[config.mk]
export PLATFORM = sky130hd
export DESIGN_NAME = board_judge
export DESIGN_NICKNAME = d
export VERILOG_FILES = /design/src/rtl/tic_tac_toe_pkg.sv /design/src/rtl/board_line_check.sv /design/src/rtl/board_judge.sv
export SDC_FILE = /design/constraint.sdc
export NUM_CORES = 1
export LEC_CHECK = 0
export ABC_AREA = 1
export CELL_PAD_IN_SITES_DETAIL_PLACEMENT = 2
export CELL_PAD_IN_SITES_GLOBAL_PLACEMENT = 2
export CORE_MARGIN = 1.5
export CORE_UTILIZATION = 35
export CTS_CLUSTER_DIAMETER = 40
export CTS_CLUSTER_SIZE = 10
export DETAILED_ROUTE_END_ITERATION = 10
export GPL_ROUTABILITY_DRIVEN = 0
export GPL_TIMING_DRIVEN = 1
export HOLD_SLACK_MARGIN = 0.05
export PLACE_DENSITY_LB_ADDON = 0.1
export SLEW_MARGIN = 25
export SYNTH_ARGS = -nofsm -noshare
export SYNTH_HDL_FRONTEND = slang
export SYNTH_SLANG_ARGS = --single-unit
[constraint.sdc]
create_clock -name clk -period 2.55 [get_ports clk]
set_input_delay 0.51 -clock clk [delete_from_list [all_inputs] [get_ports clk]]
set_output_delay 0.51 -clock clk [all_outputs]
set_load 0.01 [all_outputs]
[src/rtl/tic_tac_toe_pkg.sv]
// -----------------------------------------------------------------------------
// tic_tac_toe_pkg
// Shared board geometry and types for the tic-tac-toe judge.
//   cell_t   : 2-bit cell code (00 empty, 01 mark A, 10 mark B, 11 invalid)
//   state_t  : judge sequencer states
//   N_CELLS  : 9 cells, row-major, 0 = top-left, 8 = bottom-right
//   N_LINES  : 8 winning lines
//   LINES    : cell indices of each line; rows, then columns, then diagonals
// -----------------------------------------------------------------------------
package tic_tac_toe_pkg;

  localparam int N_CELLS = 9;
  localparam int N_LINES = 8;

  // INVALID is named so a corrupt 11 read from the board is a legal value
  // of the type; it never matches a player and counts as an empty cell.
  typedef enum logic [1:0] {
    EMPTY   = 2'b00,
    MARK_A  = 2'b01,
    MARK_B  = 2'b10,
    INVALID = 2'b11
  } cell_t;

  typedef enum logic [2:0] {
    ST_IDLE,
    ST_FETCH,
    ST_CAPTURE,
    ST_EVAL,
    ST_DONE
  } state_t;

  localparam logic [3:0] LINES [N_LINES][3] = '{
    '{4'd0, 4'd1, 4'd2},
    '{4'd3, 4'd4, 4'd5},
    '{4'd6, 4'd7, 4'd8},
    '{4'd0, 4'd3, 4'd6},
    '{4'd1, 4'd4, 4'd7},
    '{4'd2, 4'd5, 4'd8},
    '{4'd0, 4'd4, 4'd8},
    '{4'd2, 4'd4, 4'd6}
  };

endpackage

[src/rtl/board_line_check.sv]
// -----------------------------------------------------------------------------
// board_line_check
// Combinational test of one three-cell line.
//   i_cell0..2 : the three cells of the line
//   line_a     : all three cells hold mark A
//   line_b     : all three cells hold mark B
// -----------------------------------------------------------------------------
module board_line_check
  import tic_tac_toe_pkg::*;
(
  input  cell_t i_cell0,
  input  cell_t i_cell1,
  input  cell_t i_cell2,
  output logic  line_a,
  output logic  line_b
);

  assign line_a = (i_cell0 == MARK_A) && (i_cell1 == MARK_A) && (i_cell2 == MARK_A);
  assign line_b = (i_cell0 == MARK_B) && (i_cell1 == MARK_B) && (i_cell2 == MARK_B);

endmodule

[src/rtl/board_judge.sv]
// -----------------------------------------------------------------------------
// board_judge
// On request, reads the 9 board cells into a snapshot, checks the 8 lines one
// per cycle and publishes win / game-over flags.
//   clk              : clock, rising edge
//   reset            : asynchronous active-high reset
//   make_judge_req   : one-cycle judge request
//   make_judge_ready : idle and results valid (low while req is high)
//   board_rd         : board read strobe
//   board_addr       : cell index being read, 0..8
//   board_q          : cell contents, valid the cycle after board_rd
//   end_of_game      : win for either player or no empty cell left
//   win_a / win_b    : player owns a complete line (both may be set)
// -----------------------------------------------------------------------------
module board_judge
  import tic_tac_toe_pkg::*;
(
  input  logic       clk,
  input  logic       reset,
  input  logic       make_judge_req,
  output logic       make_judge_ready,
  output logic       board_rd,
  output logic [3:0] board_addr,
  input  logic [1:0] board_q,
  output logic       end_of_game,
  output logic       win_a,
  output logic       win_b
);

  state_t     r_state;
  state_t     w_state_next;
  logic       r_ready_q;
  logic       r_rd;
  logic [3:0] r_addr;
  logic       r_cap_en;     // board_q carries the cell addressed last cycle
  logic [3:0] r_cap_idx;
  cell_t      r_snap [N_CELLS];
  logic [2:0] r_line;
  logic       r_acc_a;
  logic       r_acc_b;
  logic       r_eog;
  logic       r_win_a;
  logic       r_win_b;

  logic       w_accept;
  logic       w_fetch_last;
  logic       w_last_line;
  logic       w_line_a;
  logic       w_line_b;
  logic       w_full;

  assign w_accept     = (r_state == ST_IDLE) && r_ready_q && make_judge_req;
  assign w_fetch_last = (r_state == ST_FETCH) && (r_addr == 4'(N_CELLS - 1));
  assign w_last_line  = (r_state == ST_EVAL) && (r_line == 3'(N_LINES - 1));

  assign make_judge_ready = r_ready_q & ~make_judge_req;
  assign board_rd         = r_rd;
  assign board_addr       = r_addr;
  assign end_of_game      = r_eog;
  assign win_a            = r_win_a;
  assign win_b            = r_win_b;

  board_line_check u_line_check (
    .i_cell0 (r_snap[LINES[r_line][0]]),
    .i_cell1 (r_snap[LINES[r_line][1]]),
    .i_cell2 (r_snap[LINES[r_line][2]]),
    .line_a  (w_line_a),
    .line_b  (w_line_b)
  );

  // 11 is treated as empty, so only fully A/B-marked boards are full.
  always_comb begin
    w_full = 1'b1;
    for (int i = 0; i < N_CELLS; i++) begin
      if (r_snap[i] == EMPTY || r_snap[i] == INVALID) begin
        w_full = 1'b0;
      end
    end
  end

  always_ff @(posedge clk or posedge reset) begin
    if (reset) begin
      r_state <= ST_IDLE;
    end else begin
      r_state <= w_state_next;
    end
  end

  always_comb begin
    w_state_next = r_state;
    case (r_state)
      ST_IDLE:    if (w_accept) w_state_next = ST_FETCH;
      ST_FETCH:   if (w_fetch_last) w_state_next = ST_CAPTURE;
      ST_CAPTURE: w_state_next = ST_EVAL;
      ST_EVAL:    if (w_last_line) w_state_next = ST_DONE;
      ST_DONE:    w_state_next = ST_IDLE;
      default:    w_state_next = ST_IDLE;
    endcase
  end

  always_ff @(posedge clk or posedge reset) begin
    if (reset) begin
      r_ready_q <= 1'b1;
      r_rd      <= 1'b0;
      r_addr    <= 4'd0;
      r_cap_en  <= 1'b0;
      r_cap_idx <= 4'd0;
      r_line    <= 3'd0;
      r_acc_a   <= 1'b0;
      r_acc_b   <= 1'b0;
      r_eog     <= 1'b0;
      r_win_a   <= 1'b0;
      r_win_b   <= 1'b0;
      for (int i = 0; i < N_CELLS; i++) begin
        r_snap[i] <= EMPTY;
      end
    end else begin
      // Capture is keyed off the delayed strobe, so board_q is ignored in
      // every cycle that does not follow a read.
      r_cap_en  <= r_rd;
      r_cap_idx <= r_addr;
      if (r_cap_en) begin
        r_snap[r_cap_idx] <= cell_t'(board_q);
      end

      if (w_accept) begin
        r_ready_q <= 1'b0;
        r_rd      <= 1'b1;
        r_addr    <= 4'd0;
      end else if (r_state == ST_FETCH) begin
        if (w_fetch_last) begin
          r_rd   <= 1'b0;
          r_addr <= 4'd0;
        end else begin
          r_addr <= r_addr + 4'd1;
        end
      end

      if (r_state == ST_CAPTURE) begin
        r_line  <= 3'd0;
        r_acc_a <= 1'b0;
        r_acc_b <= 1'b0;
      end else if (r_state == ST_EVAL) begin
        r_line  <= r_line + 3'd1;
        r_acc_a <= r_acc_a | w_line_a;
        r_acc_b <= r_acc_b | w_line_b;
        // Results are published only together with the rise of ready.
        if (w_last_line) begin
          r_ready_q <= 1'b1;
          r_win_a   <= r_acc_a | w_line_a;
          r_win_b   <= r_acc_b | w_line_b;
          r_eog     <= r_acc_a | w_line_a | r_acc_b | w_line_b | w_full;
        end
      end
    end
  end

endmodule

==> results.sh, run 1 <==
export IMPL_netlist_instances=358
export IMPL_finalSetupViolations=0
export IMPL_clkLatencyLatePin_ns=0.30
export IMPL_synth_simple_area_share_pct=38.4
export IMPL_dieArea_um2=8040
export IMPL_drive_above_1_share_pct=10.8
export IMPL_dr_first_iter_drc_count=83
export IMPL_path_cells="inv_2 -> ha_1 -> inv_2 -> nand2_2 -> o21ai_4 -> nand3_1 -> nand2_1 -> nand2_1 -> nand2_1 -> nand2_1 -> nor2_1 -> nand2_1 -> nand3_2 -> nor2_1 -> nor2_2"
export IMPL_rsz0062_at_grt="false"
export IMPL_cp_top_family="simple AND/OR/NAND/NOR gates"
export IMPL_slew_headroom_pct=65.7
export IMPL_synth_async_reset_ratio_pct=100
export IMPL_io_buffers=13
export IMPL_crit_top_cell="nand2_1"
export IMPL_grt_pass1_vias=2546
export IMPL_synth_area_um2=2630
export IMPL_drc=0
export IMPL_synth_fp_nets=371
export IMPL_die_w_um=89.7
export IMPL_finalSetupTns_ns=0
export IMPL_muxShareOfSynthArea_pct=0
export IMPL_r2r_start="r_line[0]"
export IMPL_critPathSlowestCell="dfrtp_1"
export IMPL_dr_pass1_iters=4
export IMPL_cp_data_required_time_ns=2.78
export IMPL_finalHoldViolCount=0
export IMPL_seq_area_frac_synth_pct=38.1
export IMPL_yosysWarnings=0
export IMPL_antenna_found_initial=0
export IMPL_slowest_delay_ns=0.41
export IMPL_start_kind="flop"
export IMPL_whs_path_depth=0
export IMPL_fin_crit_ns=2.28
export IMPL_grt_pass1_wl_um=13500
export IMPL_place_area_um2=2890
export IMPL_clkTransAtPathRegs_ns=0.08
export IMPL_max_cap_violations=0
export IMPL_p_leak_nw=1.49
export IMPL_ys_ff_latch=40
export IMPL_synth_distinct_cells=35
export IMPL_via_count=2440
export IMPL_nFillCells=868
export IMPL_crit_type="reg2reg"
export IMPL_outcome="finished, final reports clean"
export IMPL_grt_max_degree=41
export IMPL_cp_end_kind="flop"
export IMPL_clock_sinks=40
export IMPL_crit_buf_inv=2
export IMPL_antenna_left=0
export IMPL_antenna_cells=0
export IMPL_syn2layout_area_growth_pct=14.6
export IMPL_core_area_um2=7250
export IMPL_reg2reg_slack_ns=0.27
export IMPL_hold_end="r_cap_en"
export IMPL_final_nets=393
export IMPL_cts_hold_buf=0
export IMPL_hp_start="board_rd"
export IMPL_finClkSkew_ns=0.0117
export IMPL_io_pin_count=14
export IMPL_synth_fa_ha_area_share_pct=3.81
export IMPL_crit_fanout=7
export IMPL_tightest_slew_ns=0.515
export IMPL_synth_top_family_by_area="simple AND/OR/NAND/NOR gates"
export IMPL_cts_tree="done"
export IMPL_hold_ws_ns=0.430
export IMPL_vias_per_cell=5.08
export IMPL_regToRegEndpoint="end_of_game"
export IMPL_setup_slack_ns=0.275
export IMPL_holdCritPathClass="reg2reg"
export IMPL_peakVddDrop_uv=561
export IMPL_grt_overflow_total=0
export IMPL_design_area_um2=3010
export IMPL_synth_compound_area_share_pct=10.4
export IMPL_cts_buffer_depth=2
export IMPL_ys_flop_type="dfrtp_1"
export IMPL_syn_area_per_cell_um2=7.34
export IMPL_synth_xor_area_share_pct=1.67
export IMPL_r2r_cells=15
export IMPL_htreeDepth=2
export IMPL_cts_buffers=5
export IMPL_synth_edff_count=0
export IMPL_wl_um=8030
export IMPL_power_density_nw_per_um2=1620
export IMPL_num_rows=31
export IMPL_preCtsSetupSlack_ns=0.177
export IMPL_maxSlewViolCount=0
export IMPL_initial_utilization_pct=36.2
export IMPL_wl_per_cell_um=16.7
export IMPL_cp_arrival_ns=2.50
export IMPL_clock_fmax_ghz=0.440
export IMPL_hpwl_um=6450
export IMPL_post_route_period_util_pct=89.2
export IMPL_cts_root_buf="clkbuf_8"
export IMPL_grt_usage_pct=22.4
export IMPL_die_h_um=89.7
## what timing repair did
action	CTS	global route
gates resized for setup	0	2
setup buffers	0	0
endpoints found under the setup margin	0	3
## cells in the mapped netlist, types with 2 or more instances
cell type | n | share of area, %
nand2_2 | 3 | 0.71
inv_2 | 4 | 0.57
nand2_8 | 2 | 1.5
nand3_2 | 2 | 0.76
a21oi_1 | 10 | 1.9
nor3_1 | 6 | 1.1
and3_1 | 2 | 0.48
nand3b_1 | 2 | 0.57
inv_1 | 42 | 6.0
xor2_1 | 2 | 0.67
o21ai_0 | 27 | 5.1
o22ai_1 | 2 | 0.48
nor2_2 | 6 | 1.4
nand3_1 | 57 | 11
nor2_1 | 21 | 3.0
ha_1 | 8 | 3.8
nand2_4 | 4 | 1.7
nand2_1 | 98 | 14
dfrtp_1 | 39 | 37
o21ai_1 | 2 | 0.38
xnor2_1 | 3 | 1.0
nand4_1 | 3 | 0.71
## layer usage
layer | wire, µm | up-vias | track usage, %
met4 | 52 | 0 | 4.90
li1 | - | 1212 | -
met3 | 156 | 4 | 3.29
met1 | 3750 | 1203 | 28.9
met5 | 0 | - | 0
met2 | 4070 | 21 | 39.8
## metrics by stage
step | power (W) | util, % | instances
3_5_place_dp | 0.00435 | 39.9 | 472
2_1_floorplan | 0.00342 | - | 358
4_1_cts | 0.00493 | 41.5 | 480
3_3_place_gp | 0.00422 | 39.9 | 472
5_1_grt | 0.00541 | 41.5 | 480
6_report | 0.00488 | 41.5 | 480
## power breakdown
group | internal [W] | leakage [nW] | switching [W]
logic | 0.00108 | 0.944 | 0.00197
registers | 0.000929 | 0.490 | 0.000363
clock network | 0.000295 | 0.0583 | 0.000244
total | 0.00230 | 1.49 | 0.00258
## state kept, by name, summed over array words and instances, names as in the netlist, 3 cells and up
register	cells
r_snap	18
board_addr	4
r_cap_idx	4
r_line	3
r_state	3
## worst max-delay path by stage
stage               startpoint           to  slack [ns]  cells past startpoint
global route         r_line[0]  end_of_game        0.06                     15
floorplan            r_line[0]  end_of_game        0.49                     14
CTS                  r_line[0]  end_of_game        0.17                     15
global placement     r_line[1]  end_of_game        0.30                     15
finish               r_line[0]  end_of_game        0.27                     15
detailed placement   r_line[0]  end_of_game        0.18                     15
## area by class of cell
cell class / instances / area, µm² / area share [%]
multi-input cells: 270 / 1430 / 47.4
flip-flops and latches: 40 / 1000 / 33.3
inverters: 47 / 189 / 6.27
repair buffers: 16 / 153 / 5.07
well taps: 99 / 124 / 4.11
clock buffers: 5 / 68.8 / 2.28
clock inverters: 3 / 47.5 / 1.58
## placed cells by master, fill, tap and decap left out, drive strengths merged
master and instances:
nand2 107, nand3 59, inv 47, dfrtp 39, o21ai 30, nor2 28
clkdlybuf4s50 13, a21oi 12, ha 8, nor3 7, clkbuf 5, nand4 3
xnor2 3, buf 3, and3 2, o22ai 2, nand3b 2, xor2 2
clkinv 2, o21a 1, or2 1, a221oi 1, a211oi 1, and2 1
bufinv 1, dfstp 1
## logic make-up after synthesis
group,after synthesis
adder cells (fa/ha/maj),8
buffers and inverters,48
flip-flops,40
AO/OA/AOI/OAI,47
XOR/XNOR,5
AND/OR/NAND/NOR,210
Note: power is estimated with default switching activity, not from simulation.
==> run 2, diff against run 1 <==
ABC_AREA = unset   (was 1)
CORE_UTILIZATION = 40   (was 35)
==> results.sh, run 2 <==
export IMPL_dr_pass1_iters=4
export IMPL_syn2layout_area_growth_pct=21.5
export IMPL_synth_async_reset_ratio_pct=100
export IMPL_clkTransAtPathRegs_ns=0.08
export IMPL_netlist_instances=215
export IMPL_cp_data_required_time_ns=2.77
export IMPL_wl_per_cell_um=23.7
export IMPL_finClkSkew_ns=0.0104
export IMPL_crit_fanout=3
export IMPL_path_cells="inv_4 -> ha_4 -> mux2i_4 -> buf_4 -> mux4_2 -> mux2i_4 -> nand4_1 -> or3_4 -> a22oi_2"
export IMPL_reg2reg_slack_ns=0.06
export IMPL_drive_above_1_share_pct=24.4
export IMPL_grt_pass1_wl_um=12000
export IMPL_synth_fa_ha_area_share_pct=4.25
export IMPL_muxShareOfSynthArea_pct=22.8
export IMPL_r2r_cells=9
export IMPL_synth_area_um2=2350
export IMPL_tightest_slew_ns=0.760
export IMPL_antenna_found_initial=0
export IMPL_cp_arrival_ns=2.71
export IMPL_synth_fp_nets=228
export IMPL_clock_sinks=40
export IMPL_hp_start="board_rd"
export IMPL_largest_reg_flops=18
export IMPL_post_route_period_util_pct=97.7
export IMPL_vias_per_cell=6.01
export IMPL_htreeDepth=2
export IMPL_syn_area_per_cell_um2=11.0
export IMPL_cts_hold_buf=0
export IMPL_rsz0062_at_grt="true"
export IMPL_multiInputGateArea_um2=1410
export IMPL_core_area_um2=5610
export IMPL_die_w_um=79.7
export IMPL_crit_type="reg2reg"
export IMPL_antenna_cells=0
export IMPL_cts_buffer_depth=2
export IMPL_slew_headroom_pct=48.9
export IMPL_r2r_start="r_line[0]"
export IMPL_fin_crit_ns=2.49
export IMPL_clkLatencyLatePin_ns=0.30
export IMPL_grt_overflow_total=0
export IMPL_finalSetupTns_ns=0
export IMPL_ys_top_cells_by_area="dfrtp_1, mux2_1, mux2_2"
export IMPL_regToRegEndpoint="r_acc_a"
export IMPL_seq_area_frac_synth_pct=42.6
export IMPL_p_leak_nw=1.16
export IMPL_synth_distinct_cells=44
export IMPL_outcome="finished, final reports clean"
export IMPL_final_cell_mix="dfrtp_1, nand2_1, nor2_1"
export IMPL_synth_area_leader_cell="dfrtp_1"
export IMPL_holdCritPathClass="reg2reg"
export IMPL_clock_fmax_ghz=0.401
export IMPL_hpwl_um=5390
export IMPL_slowest_delay_ns=0.54
export IMPL_final_cell_count_no_fill=314
export IMPL_synth_top_area_share_pct=41.4
export IMPL_synth_top_family_by_area="multiplexers"
export IMPL_drc=0
export IMPL_peakVddDrop_uv=609
export IMPL_grt_max_degree=41
export IMPL_crit_top_cell="mux2i_4"
export IMPL_cts_root_buf="clkbuf_8"
export IMPL_top_register="r_snap"
export IMPL_dr_first_iter_drc_count=110
export IMPL_yosysMostFrequentCell="dfrtp_1"
export IMPL_die_h_um=79.7
export IMPL_seq_area_um2=1000
export IMPL_grt_pass1_vias=2188
export IMPL_start_kind="flop"
export IMPL_maxSlewViolCount=0
export IMPL_netlist_top_cells_count="dfrtp_1, nand2_1, nor2_1"
export IMPL_finalSetupViolations=0
export IMPL_post_place_cells=303
export IMPL_cts_buffers=5
export IMPL_synth_compound_area_share_pct=9.19
export IMPL_hold_end="r_cap_en"
export IMPL_initial_utilization_pct=42.0
export IMPL_via_count=1887
export IMPL_whs_path_depth=0
export IMPL_power_density_nw_per_um2=1640
export IMPL_yosysWarnings=0
export IMPL_cts_tree="done"
export IMPL_io_pin_count=14
export IMPL_io_buffers=13
export IMPL_ys_flop_type="dfrtp_1"
export IMPL_synth_xor_area_share_pct=3.35
export IMPL_ys_ff_latch=40
export IMPL_nFillCells=573
export IMPL_synth_simple_area_share_pct=15.4
export IMPL_grt_usage_pct=26.2
export IMPL_dieArea_um2=6360
export IMPL_power_total_w=0.00470
export IMPL_max_cap_violations=0
export IMPL_synth_edff_count=0
export IMPL_final_nets=254
export IMPL_antenna_left=0
export IMPL_num_rows=27
export IMPL_layout_commonest_cell="dfrtp_1"
export IMPL_cp_end_kind="flop"
export IMPL_wl_um=7440
export IMPL_critPathSlowestCell="mux4_2"
export IMPL_finalHoldViolCount=0
[run 2: routing by layer]
layer  wire (µm)  part of all wire [%]  global-route usage [%]  vias up
met5           0                     0                       0        -
li1            -                     -                       -      834
met3         253                   3.4                    5.14       24
met2        3870                    52                    46.1       48
met4         316                   4.2                    10.9        0
met1        3000                    40                    30.9      981
[run 2: cells by family after synthesis]
kind of cell	count (synthesis)
compound gates	34
xor+xnor	9
fa+ha+maj	8
buf+inv	15
flops	40
mux	39
simple gates	70
[run 2: per-stage QoR]
stage	worst slack, ns	area (µm²)	utilization (%)	hold slack [ns]
2_1_floorplan	0.0114	2360	-	0.429
3_3_place_gp	0.0912	2630	46.9	0.398
3_5_place_dp	-0.105	2630	46.9	0.412
4_1_cts	0.00288	2750	49.0	0.410
5_1_grt	-0.0271	2860	51.0	0.433
6_report	0.0592	2860	51.0	0.401
[run 2: layout make-up]
cell class,count,share of cell area [%]
clock buffers,7,3.02
inverters,8,1.14
clock inverters,1,0.262
repair buffers,26,8.22
multi-input cells,160,49.1
well taps,72,3.15
flip-flops and latches,40,35.1
[run 2: worst max path at each step]
stage	startpoint	endpoint	slack [ns]	cells past startpoint
final	r_line[0]	r_acc_a	0.06	9
after global routing	r_line[1]	r_acc_a	-0.03	9
after detailed placement	r_line[1]	win_b	-0.11	8
after global placement	r_line[0]	r_acc_a	0.09	9
after floorplan	r_line[0]	r_acc_a	0.01	8
after CTS	r_line[1]	win_b	0.003	9
[run 2: power breakdown]
part	internal [W]	total [W]	leakage (nW)	switching, W
clock	0.000220	0.000439	0.0445	0.000219
sequential	0.000942	0.00145	0.481	0.000512
combinational	0.00142	0.00280	0.633	0.00139
[run 2: worst max-delay path: cells and delay by family, from the launching register on]
kind | cells | cell delay [ns]
muxes | 3 | 0.85
and+or+nand+nor | 2 | 0.48
DFF | 1 | 0.44
buffers and inverters | 2 | 0.23
adders and majority gates | 1 | 0.21
AOI/OAI and AO/OA | 1 | 0.19
[run 2: timing repair]
item,CTS,global route
pin swaps,1,3
setup buffers,2,1
setup endpoints to repair,5,5
gates resized for setup,6,23
==> run 3, diff against run 2 <==
CORE_UTILIZATION = 42   (was 40)
DONT_BUFFER_PORTS = 1   (was unset)
==> results.sh, run 3 (synthesized netlist as in run 2, its figures left out) <==
export IMPL_cts_buffer_depth=2
export IMPL_core_area_um2=5470
export IMPL_seq_area_um2=1000
export IMPL_tightest_slew_ns=0.835
export IMPL_clock_sinks=40
export IMPL_holdCritPathClass="in2async"
export IMPL_outcome="complete, but fails checks"
export IMPL_cp_data_required_time_ns=2.76
export IMPL_finalSetupViolations=2
export IMPL_vias_per_cell=6.06
export IMPL_preCtsSetupSlack_ns=-0.123
export IMPL_p_leak_nw=1.12
export IMPL_crit_buf_inv=1
export IMPL_cp_end_kind="flop"
export IMPL_die_w_um=77.9
export IMPL_crit_fanout=4
export IMPL_cts_root_buf="clkbuf_8"
export IMPL_violations="setup timing"
export IMPL_final_nets=242
export IMPL_io_buffers=0
export IMPL_finClkSkew_ns=0.00930
export IMPL_htreeDepth=2
export IMPL_grt_overflow_total=0
export IMPL_fin_util_pct=49.6
export IMPL_hpwl_um=4990
export IMPL_antenna_found_initial=0
export IMPL_via_count=1831
export IMPL_final_cell_mix="dfrtp_1, nand2_1, nor2_1"
export IMPL_dr_pass1_iters=4
export IMPL_critPathSlowestCell="mux4_2"
export IMPL_cts_buffers=5
export IMPL_top_register="r_snap"
export IMPL_r2r_start="r_line[0]"
export IMPL_wl_um=6870
export IMPL_wl_per_cell_um=22.7
export IMPL_clkTransAtPathRegs_ns=0.08
export IMPL_max_cap_violations=0
export IMPL_clkLatencyLatePin_ns=0.29
export IMPL_nFillCells=563
export IMPL_grt_pass1_vias=2135
export IMPL_r2r_cells=8
export IMPL_syn2layout_area_growth_pct=15.3
export IMPL_crit_top_cell="mux2i_4"
export IMPL_drc=0
export IMPL_dr_first_iter_drc_count=134
export IMPL_path_cells="inv_4 -> ha_4 -> mux2i_4 -> mux4_2 -> mux2i_4 -> nand4_1 -> or3_4 -> a22oi_2"
export IMPL_finalSetupTns_ns=-0.0227
export IMPL_cts_hold_buf=0
export IMPL_slowest_delay_ns=0.58
export IMPL_peakVddDrop_uv=689
export IMPL_cp_arrival_ns=2.78
export IMPL_io_pin_count=14
export IMPL_start_kind="flop"
export IMPL_reg2reg_slack_ns=-0.02
export IMPL_maxSlewViolCount=0
export IMPL_post_route_period_util_pct=101
export IMPL_place_area_um2=2510
export IMPL_grt_max_degree=41
export IMPL_power_density_nw_per_um2=1600
export IMPL_clock_fmax_ghz=0.389
export IMPL_largest_reg_flops=18
export IMPL_regToRegEndpoint="r_acc_a"
export IMPL_cts_tree="done"
export IMPL_dieArea_um2=6060
export IMPL_initial_utilization_pct=43.0
export IMPL_layout_commonest_cell="dfrtp_1"
export IMPL_grt_usage_pct=24.2
export IMPL_finalHoldViolCount=0
export IMPL_slew_headroom_pct=43.8
export IMPL_multiInputGateArea_um2=1380
export IMPL_setup_slack_ns=-0.0207
export IMPL_fin_crit_ns=2.57
export IMPL_drive_above_1_share_pct=24.3
export IMPL_die_h_um=77.9
export IMPL_grt_pass1_wl_um=11100
export IMPL_antenna_left=0
export IMPL_num_rows=27
export IMPL_crit_type="reg2reg"
export IMPL_cp_startpoint="r_line[0]"
export IMPL_design_area_um2=2720
export IMPL_cp_top_family="multiplexers"
export IMPL_rsz0062_at_grt="true"
export IMPL_antenna_cells=0
[run 3: cell types whose count changed in the layout (fill, tap and decap cells not counted), moves of 2 or more]
cell | before | now
mux4_1 | 0 | 2
mux4_2 | 8 | 6
clkdlybuf4s50_1 | 13 | 0
buf_4 | 11 | 13
[run 3: routing by layer]
| metal | vias to the layer above | wire length [µm] | track usage [%] | share of wire (%) |
|---|---|---|---|---|
| met3 | 14 | 260 | 4.12 | 3.8 |
| li1 | 816 | - | - | - |
| met2 | 45 | 3630 | 43.7 | 53 |
| met1 | 956 | 2810 | 29.1 | 41 |
| met5 | - | 0 | 0 | 0 |
| met4 | 0 | 170 | 8.00 | 2.5 |
[run 3: timing repair]
item / CTS / global route
endpoints found under the setup margin: 5 / 5
setup buffers: 1 / 2
pin swaps: 2 / 1
resized for setup: 8 / 13
[run 3: worst register-to-register path, cell delays in order (launching register included)]
cell and delay, ns:
dfrtp_2 0.46, inv_4 0.09, ha_4 0.21, mux2i_4 0.26
mux4_2 0.58, mux2i_4 0.18, nand4_1 0.13, or3_4 0.38
a22oi_2 0.20
[run 3: worst max path at each step]
stage,to,slack (ns),cells after the start
floorplan,r_acc_a,0.01,8
global placement,r_acc_a,0.01,9
detailed placement,r_acc_a,-0.12,8
CTS,win_b,-0.0006,8
global route,win_b,-0.1,8
finish,r_acc_a,-0.02,8
[run 3: area by class of cell]
| class | count | share of cell area, % |
|---|---|---|
| inverter | 8 | 1.20 |
| multi-input combinational | 160 | 50.8 |
| tap | 72 | 3.32 |
| timing repair buffer | 14 | 4.01 |
| clock buffer | 8 | 3.69 |
| sequential | 40 | 37.0 |
[run 3: power breakdown]
group / internal (W) / switching, W
Combinational: 0.00120 / 0.00120
Clock: 0.000247 / 0.000206
Sequential: 0.000944 / 0.000537
[run 3: metrics by stage]
stage | power, W | hold slack (ns) | instances
2_1_floorplan | 0.00284 | 0.429 | 215
3_3_place_gp | 0.00335 | 0.470 | 291
3_5_place_dp | 0.00354 | 0.469 | 291
4_1_cts | 0.00415 | 0.251 | 300
5_1_grt | 0.00462 | 0.288 | 302
6_report | 0.00433 | 0.242 | 302
